<file path="src/rtl/hilo_muldiv_ctrl.sv">
// hilo_muldiv_ctrl: HI/LO sequencer for the shared multiplier and divider.
// It accepts MULT/MULTU/DIV/DIVU, launches the selected unit with latched operands,
// stalls until the unit answers or times out, and commits the result to HI/LO.
// It also services MTHI/MTLO/MFHI/MFLO and rejects division by zero.
module hilo_muldiv_ctrl #(
    parameter int unsigned TIMEOUT_CYCLES = 64
) (
    input  logic        clk,
    input  logic        reset,
    input  logic        op_valid,
    input  logic [5:0]  funct,
    input  logic [31:0] src_a,
    input  logic [31:0] src_b,
    output logic        stall,
    output logic [31:0] hi,
    output logic [31:0] lo,
    output logic [31:0] mf_data,
    output logic [31:0] unit_a,
    output logic [31:0] unit_b,
    output logic        mul_valid_in,
    output logic        mul_sign,
    input  logic        mul_valid_out,
    input  logic [31:0] mul_hi,
    input  logic [31:0] mul_lo,
    output logic        div_valid_in,
    output logic        div_sign,
    input  logic        div_valid_out,
    input  logic [31:0] div_hi,
    input  logic [31:0] div_lo,
    output logic        unit_abort,
    output logic        div_by_zero,
    output logic        timeout_err
);

    localparam logic [5:0] F_MULT  = 6'b011000;
    localparam logic [5:0] F_MULTU = 6'b011001;
    localparam logic [5:0] F_DIV   = 6'b011010;
    localparam logic [5:0] F_DIVU  = 6'b011011;
    localparam logic [5:0] F_MTHI  = 6'b010001;
    localparam logic [5:0] F_MTLO  = 6'b010011;
    localparam logic [5:0] F_MFHI  = 6'b010000;
    localparam logic [5:0] F_MFLO  = 6'b010010;

    localparam logic [1:0] IDLE     = 2'd0;
    localparam logic [1:0] MUL_WAIT = 2'd1;
    localparam logic [1:0] DIV_WAIT = 2'd2;

    // Wait-cycle index at which a silent unit is abandoned (index 0 is the start cycle).
    localparam logic [6:0] LAST_WAIT = 7'(TIMEOUT_CYCLES - 1);

    logic [1:0]  state_q;
    logic [6:0]  cnt_q;
    logic        start_q;
    logic        dbz_q;
    logic [31:0] hi_q, lo_q;
    logic [31:0] unit_a_q, unit_b_q;
    logic        mul_sign_q, div_sign_q;

    logic idle, is_mul, is_div, accept_mul, accept_div, div_zero;
    logic waiting, unit_done, timed_out, mt_hi, mt_lo;

    // Decode the request and the wait-state events.
    always_comb begin
        idle       = (state_q == IDLE);
        is_mul     = op_valid && (funct == F_MULT || funct == F_MULTU);
        is_div     = op_valid && (funct == F_DIV || funct == F_DIVU);
        accept_mul = idle && is_mul;
        div_zero   = idle && is_div && (src_b == 32'd0);
        accept_div = idle && is_div && (src_b != 32'd0);
        mt_hi      = idle && op_valid && (funct == F_MTHI);
        mt_lo      = idle && op_valid && (funct == F_MTLO);
        waiting    = !idle;
        // valid_out is only honoured after the start-pulse cycle and from the active unit.
        unit_done  = !start_q &&
                     ((state_q == MUL_WAIT && mul_valid_out) ||
                      (state_q == DIV_WAIT && div_valid_out));
        // Completion takes priority over the timeout threshold.
        timed_out  = waiting && !unit_done && (cnt_q == LAST_WAIT);
    end

    // Drive the pipeline and unit-facing outputs.
    always_comb begin
        stall        = accept_mul || accept_div || (waiting && !unit_done && !timed_out);
        mul_valid_in = start_q && (state_q == MUL_WAIT);
        div_valid_in = start_q && (state_q == DIV_WAIT);
        unit_abort   = timed_out;
        timeout_err  = timed_out;
        div_by_zero  = dbz_q;
        hi           = hi_q;
        lo           = lo_q;
        unit_a       = unit_a_q;
        unit_b       = unit_b_q;
        mul_sign     = mul_sign_q;
        div_sign     = div_sign_q;
        mf_data      = 32'd0;
        if (op_valid && funct == F_MFHI) mf_data = hi_q;
        if (op_valid && funct == F_MFLO) mf_data = lo_q;
    end

    // Sequencer state, wait counter and one-cycle pulses.
    always_ff @(posedge clk or posedge reset) begin
        if (reset) begin
            state_q <= IDLE;
            cnt_q   <= 7'd0;
            start_q <= 1'b0;
            dbz_q   <= 1'b0;
        end else begin
            start_q <= accept_mul || accept_div;
            dbz_q   <= div_zero;
            if (accept_mul) begin
                state_q <= MUL_WAIT;
                cnt_q   <= 7'd0;
            end else if (accept_div) begin
                state_q <= DIV_WAIT;
                cnt_q   <= 7'd0;
            end else if (waiting && (unit_done || timed_out)) begin
                state_q <= IDLE;
            end else if (waiting) begin
                cnt_q <= cnt_q + 7'd1;
            end
        end
    end

    // Operand and sign latches, held stable for the whole wait.
    always_ff @(posedge clk or posedge reset) begin
        if (reset) begin
            unit_a_q   <= 32'd0;
            unit_b_q   <= 32'd0;
            mul_sign_q <= 1'b0;
            div_sign_q <= 1'b0;
        end else if (accept_mul || accept_div) begin
            unit_a_q <= src_a;
            unit_b_q <= src_b;
            if (accept_mul) mul_sign_q <= (funct == F_MULT);
            else            div_sign_q <= (funct == F_DIV);
        end
    end

    // Architectural HI/LO: unit commit or MTHI/MTLO write.
    always_ff @(posedge clk or posedge reset) begin
        if (reset) begin
            hi_q <= 32'd0;
            lo_q <= 32'd0;
        end else if (unit_done) begin
            hi_q <= (state_q == MUL_WAIT) ? mul_hi : div_hi;
            lo_q <= (state_q == MUL_WAIT) ? mul_lo : div_lo;
        end else begin
            if (mt_hi) hi_q <= src_a;
            if (mt_lo) lo_q <= src_a;
        end
    end

endmodule

</file>
<file path="config.mk">
export PLATFORM = sky130hd
export DESIGN_NAME = hilo_muldiv_ctrl
export DESIGN_NICKNAME = d
export VERILOG_FILES = /design/src/rtl/hilo_muldiv_ctrl.sv
export SDC_FILE = /design/constraint.sdc
export NUM_CORES = 1
export LEC_CHECK = 0
export ABC_CLOCK_PERIOD_IN_PS = 5010
export CAP_MARGIN = 40
export CORE_AREA = 2 2 144 146
export DETAILED_ROUTE_END_ITERATION = 8
export DIE_AREA = 0 0 146 148
export DONT_BUFFER_PORTS = 1
export PLACE_DENSITY = 0.55
export SKIP_CTS_REPAIR_TIMING = 1
export SYNTH_ARGS = -nofsm -noshare
export SYNTH_HDL_FRONTEND = slang
export SYNTH_SLANG_ARGS = --single-unit
</file>
<file path="constraint.sdc">
create_clock -name clk -period 5.01 [get_ports clk]
set_input_delay 0.2505 -clock clk [delete_from_list [all_inputs] [get_ports clk]]
set_output_delay 0.2505 -clock clk [all_outputs]
set_load 0.1 [all_outputs]
</file>
==> metrics.md, run 1 <==
| Metric | Value |
|---|---|
| Actual slew at the worst max-slew pin | 0.936 ns |
| Endpoints failing setup | 0 |
| Leading cell type in the layout, fill and taps excluded | dfrtp_1 |
| Most frequent cells in the layout | 141 x dfrtp_1, 136 x nand2_1, 130 x mux2_2 |
| Post-Synth Adder-Cell Area | 0.174% |
| Detailed-route wire length | 26.0 mm |
| Fill cells | 1456 |
| Synth cell types | 38 |
| Grt total ovfl | 0 |
| WP data arrival | 2.54 ns |
| Area leader, netlist | dfrtp_1 |
| CTS max path bufs | 2 |
| Routed vias/inst | 5.50 |
| Fin crit period | 2.79 ns |
| Largest net degree at the start of global routing | 95 |
| Max Slew Vio Count | 0 |
| Top-area cell type share of the netlist area | 49.1% |
| GP Congestion | 0.857 |
| Routed Antenna Nets | 0 |
| Vias post-DR | 6362 |
| Avg Cell Area, Syn | 10.6 µm² |
| Gr usage total | 21.8% |
| Share of layout cells above drive strength 1 | 41.3% |
| Syn_nets | 885 |
| Ys Warns | 0 |
| Critical-path maximum fanout | 42 |
| WHS Path Cells | 1 |
| Iter 0 DRT Violations | 318 |
| Root buf cell | clkbuf_16 |
| Ys async rst share | 100% |
| Main combinational cell family by area after synthesis | multiplexers |
| Dominant synthesized flop cell | dfrtp_1 |
| Post-DP HPWL | 18.5 mm |
| Multiplexer share of the synthesized area | 25.0% |
| Cell row count | 52 |
| Starting Density | 35.9% |
| Worst hold path class | in2reg |
| Relative slew slack | 37.6% |
| Depth of the CTS H-tree | 4 |
| Number of cells on the worst reg-to-reg path | 6 |
| TritonCTS clock tree | done |
| Routed length per instance | 22.5 µm |
| Clock skew | 0.0121 ns |
| Number of synthesized register bits | 141 |
| Die X | 146 µm |
| Initial antenna violation count | 0 |
| Compound-Gate Fraction of Synth Area | 6.95% |
| Worst setup SP type | flop |
| Crit end category | output pin |
| Global-route wire length before repair | 37.0 mm |
| Clk sinks | 141 |
| Worst-path clk slew | 0.07 ns |
| Fin. Hold Viols | 0 |
| Synth area leaders | dfrtp_1 49%, mux2_2 20%, nand2_1 7.1% |
| Post-synthesis simple-gate area fraction | 14.6% |
| Mapped Area | 7190 µm² |
| Post-Synth XOR/XNOR Area | 0.366% |
| Skew-Pair Late Insertion Delay | 0.41 ns |
| Vias in the first global route | 6689 |
| Port bufs | 0 |
| Antenna diodes | 0 |
| Fmax achieved | 359 MHz |
| Detailed Routing Iterations Pass 1 | 5 |
| Die ar. | 21600 µm² |
| Core ar. | 20000 µm² |
| Post-synthesis cell count | 681 |
| Crit path kind | reg2out |
| Seq/Total Area, Yosys | 49.1% |
| Top-level I/O count | 371 |
| RSZ-0062 raised after global routing | no |
| Setup TNS | 0 ns |
| Post-synth EDFFs | 0 |
| Period utilization | 55.6% |
| Outcome | finished, final reports clean |
| Crit path required time | 4.76 ns |
| DRC Markers | 0 |
| CTS Buf Count | 17 |
| MaxCap Viol Count | 0 |
| Layout net count | 1078 |
| Die Y | 148 µm |
| Area grow syn2layout | 73.2% |
sequential cells by signal, summed over array words and instances (netlist names):
register,count
div_by_zero,1
start_q,1
mul_sign,1
lo,32
hi,32
div_sign,1
unit_a,32
state_q,2
cnt_q,7
unit_b,32
through the flow:
step,hold slack (ns),area [µm²],instances,setup WS (ns),utilization [%]
after CTS,-0.0942,11600,1085,2.17,57.8
after global placement,0.330,7490,913,2.15,37.4
final,0.0219,12400,1157,2.22,62.1
after floorplan,0.402,7190,681,0.359,-
after detailed placement,0.351,11000,1053,2.32,54.8
after global routing,-0.0000708,12400,1157,1.99,62.1
final timing paths:
| path | start | end | slack (ns) |
|---|---|---|---|
| max in group asynchronous | reset | lo[23] | 3.24 |
| min reg2reg | cnt_q[4] | cnt_q[4] | 0.55 |
| max reg2reg | state_q[1] | unit_a[20] | 2.30 |
| max | state_q[1] | stall | 2.22 |
| min | funct[1] | start_q | 0.02 |
| min in group asynchronous | reset | unit_a[24] | 0.51 |
area by class of cell:
cell class	instances	area, µm²	area share [%]
Tap cell	270	338	2.71
Inverter	1	8.76	0.0704
Multi-Input combinational cell	491	3510	28.2
Timing Repair Buffer	222	4460	35.9
Clock inverter	15	175	1.41
Sequential cell	141	3530	28.4
Clock buffer	17	425	3.42
critical path, cell delays in order, from the launching register on:
cell and delay [ns]:
dfrtp_1 0.54, nand3b_1 0.20, a21oi_4 0.07, buf_4 0.25
nor3_1 0.50, or2_2 0.55
cell families after synthesis:
group / Yosys count
and+or+nand+nor: 248
muxes: 163
DFF: 141
AOI/OAI and AO/OA: 76
buffers and inverters: 49
xor gates and xnor gates: 3
adders and majority gates: 1
metal layers:
layer | GRT usage, % | wire length [µm] | up-vias
li1 | - | - | 2794
met1 | 24.6 | 9560 | 3169
met2 | 39.7 | 13800 | 350
met3 | 6.42 | 2000 | 49
met4 | 7.09 | 611 | 0
met5 | 0 | 0 | -
synthesized netlist by cell type (3+ instances only):
cell type and instances:
nand2b_1 4, a21oi_1 3, or2_2 3, buf_4 5
mux2_2 130, nor3_1 3, mux2i_1 33, buf_6 7
nor4_1 9, nor2b_1 4, nor2_1 73, buf_2 17
nand2_1 136, nand3_1 3, dfrtp_1 141, clkbuf_1 17
xnor2_1 3, a31oi_1 64
Power of run 1 is not shown: default switching activity piles up to over one toggle a cycle in this logic, so the estimate is an artifact.
==> inputs of run 2 (changes only) <==
Settings changed: ABC_CLOCK_PERIOD_IN_PS 5010 to 2500, PLACE_DENSITY 0.55 to 0.57.
Clock period 5.01 ns to 2.5 ns, I/O delays scaled along.
==> run 2 against run 1 <==
Effect of this change: cell count fell by 0.26%; worst setup slack got worse by 2.1 ns; global-route usage fell by 1.5 points; via count down 0.72%; register-to-register slack got worse by 2.0 ns; utilization is 9.1 points lower; first-iteration DRC count increased by 38%; highest routed layer unchanged; die area is the same; hold slack better by 0.021 ns; sequential share of layout area rose by 4.9 points.
==> metrics.md, run 2 (synthesis gave the netlist of run 1 again) <==
| Metric | Value |
|---|---|
| Max Slew Vio Count | 0 (unchanged) |
| Clk sinks | 141 (unchanged) |
| Critical R2R Launch | state_q[1] |
| CTS Buf Count | 17 (unchanged) |
| Vias post-DR | 6316 (-0.72%) |
| MaxCap Viol Count | 0 (unchanged) |
| Depth of the CTS H-tree | 4 (unchanged) |
| Layout net count | 1075 (-0.28%) |
| Clock skew | 0.0116 ns (-0.000496 ns) |
| Grt total ovfl | 0 (unchanged) |
| Worst-path clk slew | 0.06 ns (about the same) |
| Initial antenna violation count | 0 (unchanged) |
| Global-route wire length before repair | 34.5 mm (-6.7%) |
| Number of cells on the worst reg-to-reg path | 5 (-1) |
| Hold Path Origin | funct[2] |
| Post-DP HPWL | 16.8 mm (-9.2%) |
| Leading cell type in the layout, fill and taps excluded | dfrtp_1 |
| R2r endpoint | unit_a[16] |
| Worst hold path class | in2reg |
| GP Congestion | 0.976 (+14%) |
| Gr usage total | 20.4% (-1.5 points) |
| Cell row count | 52 (unchanged) |
| Starting Density | 35.9% (unchanged) |
| Top-level I/O count | 371 (unchanged) |
| WP data arrival | 2.30 ns (-0.24 ns) |
| Area grow syn2layout | 47.8% |
| Crit path kind | reg2out |
| Routed Antenna Nets | 0 (unchanged) |
| Die ar. | 21600 µm² (unchanged) |
| Die Y | 148 µm (unchanged) |
| Port bufs | 0 (unchanged) |
| CTS max path bufs | 2 (unchanged) |
| Crit end category | output pin |
| Crit path required time | 2.38 ns (-2.38 ns) |
| Antenna diodes | 0 (unchanged) |
| Worst setup SP type | flop |
| Fin. Hold Viols | 0 (unchanged) |
| DRC Markers | 0 (unchanged) |
| Core ar. | 20000 µm² (unchanged) |
| Endpoints failing setup | 0 (unchanged) |
| RSZ-0062 raised after global routing | no |
| Die X | 146 µm (unchanged) |
| Period utilization | 97.0% |
| Iter 0 DRT Violations | 439 (+38%) |
| Routed length per instance | 21.5 µm (-4.4%) |
| Most frequent cells in the layout | 141 x dfrtp_1, 136 x nand2_1, 130 x mux2_2 |
| Routed vias/inst | 5.47 (-0.46%) |
| Relative slew slack | 37.2% (-0.41 points) |
| Detailed-route wire length | 24.8 mm (-4.7%) |
| Largest net degree at the start of global routing | 142 (+49%) |
| WHS Path Cells | 2 (+1) |
| Outcome | finished, final reports clean |
| TritonCTS clock tree | done |
| Setup TNS | 0 ns (unchanged) |
| Fin crit period | 2.42 ns |
| Fill cells | 1680 (+15%) |
| Root buf cell | clkbuf_16 |
| Vias in the first global route | 6154 (-8.0%) |
| Detailed Routing Iterations Pass 1 | 6 (+1) |
| Actual slew at the worst max-slew pin | 0.942 ns (+0.00610 ns) |
| Fmax achieved | 412 MHz |
| Hold EP | div_by_zero |
| Worst R2R Setup Slack | 0.34 ns (-1.96 ns) |
| Critical-path maximum fanout | 4 (-90%) |
| Skew-Pair Late Insertion Delay | 0.42 ns (about the same) |
| Share of layout cells above drive strength 1 | 40.8% (-0.43 points) |
==> run 2: cell types whose count changed in the layout (fill, tap and decap cells not counted), sizes merged <==
cell / delta
buf: -4
clkbuf: -1
clkinv: -1
clkinvlp: +4
dlygate4sd3: +2
inv: -3
==> run 2: cell type report <==
type                    count  area, µm²  area share [%]
flip-flops and latches    141       3530            33.2
multi-input cells         491       3510            33.1
repair buffers            219       2630            24.7
clock buffers              17        425            4.01
well taps                 270        338            3.18
clock inverters            15        178            1.67
inverters                   1       7.51          0.0707
==> run 2: routing by layer <==
layer | share of wire [%] | up-vias | GRT usage [%]
met5 | 0 | - | 0
met4 | 1.3 | 0 | 5.53
met3 | 7.6 | 24 | 5.65
met2 | 52 | 375 | 35.6
met1 | 39 | 3140 | 24.8
li1 | - | 2777 | -
==> run 2: worst max path at each step <==
stage                    start         end  slack, ns  depth (start not counted)
global route          cnt_q[0]       stall      0.006                          5
CTS                   cnt_q[0]       stall       0.08                          5
global placement    state_q[1]  unit_a[29]       0.45                          5
detailed placement  state_q[1]   unit_a[5]       0.39                          5
floorplan                lo[0]  mf_data[0]      0.009                          2
finish                cnt_q[0]       stall       0.08                          5
==> run 2: worst max-delay path: stages, from the launching register on <==
cell and delay [ns]:
dfrtp_1 0.41, ha_1 0.24, nand2_1 0.17, nor3_1 0.12, nor3_1 0.38, or2_2 0.56
==> run 2: through the flow <==
step	hold WS, ns	setup slack, ns	cell area (µm²)	instances	utilization [%]
2_1_floorplan	0.277	0.00949	7210	681	-
4_1_cts	-0.165	0.0813	9460	1070	47.2
5_1_grt	0.0226	0.00649	10600	1154	53.0
3_5_place_dp	0.280	0.388	8860	1038	44.2
3_3_place_gp	0.277	0.453	8310	1018	41.5
6_report	0.0427	0.0752	10600	1154	53.0
Power of run 2 is left out for the same reason.
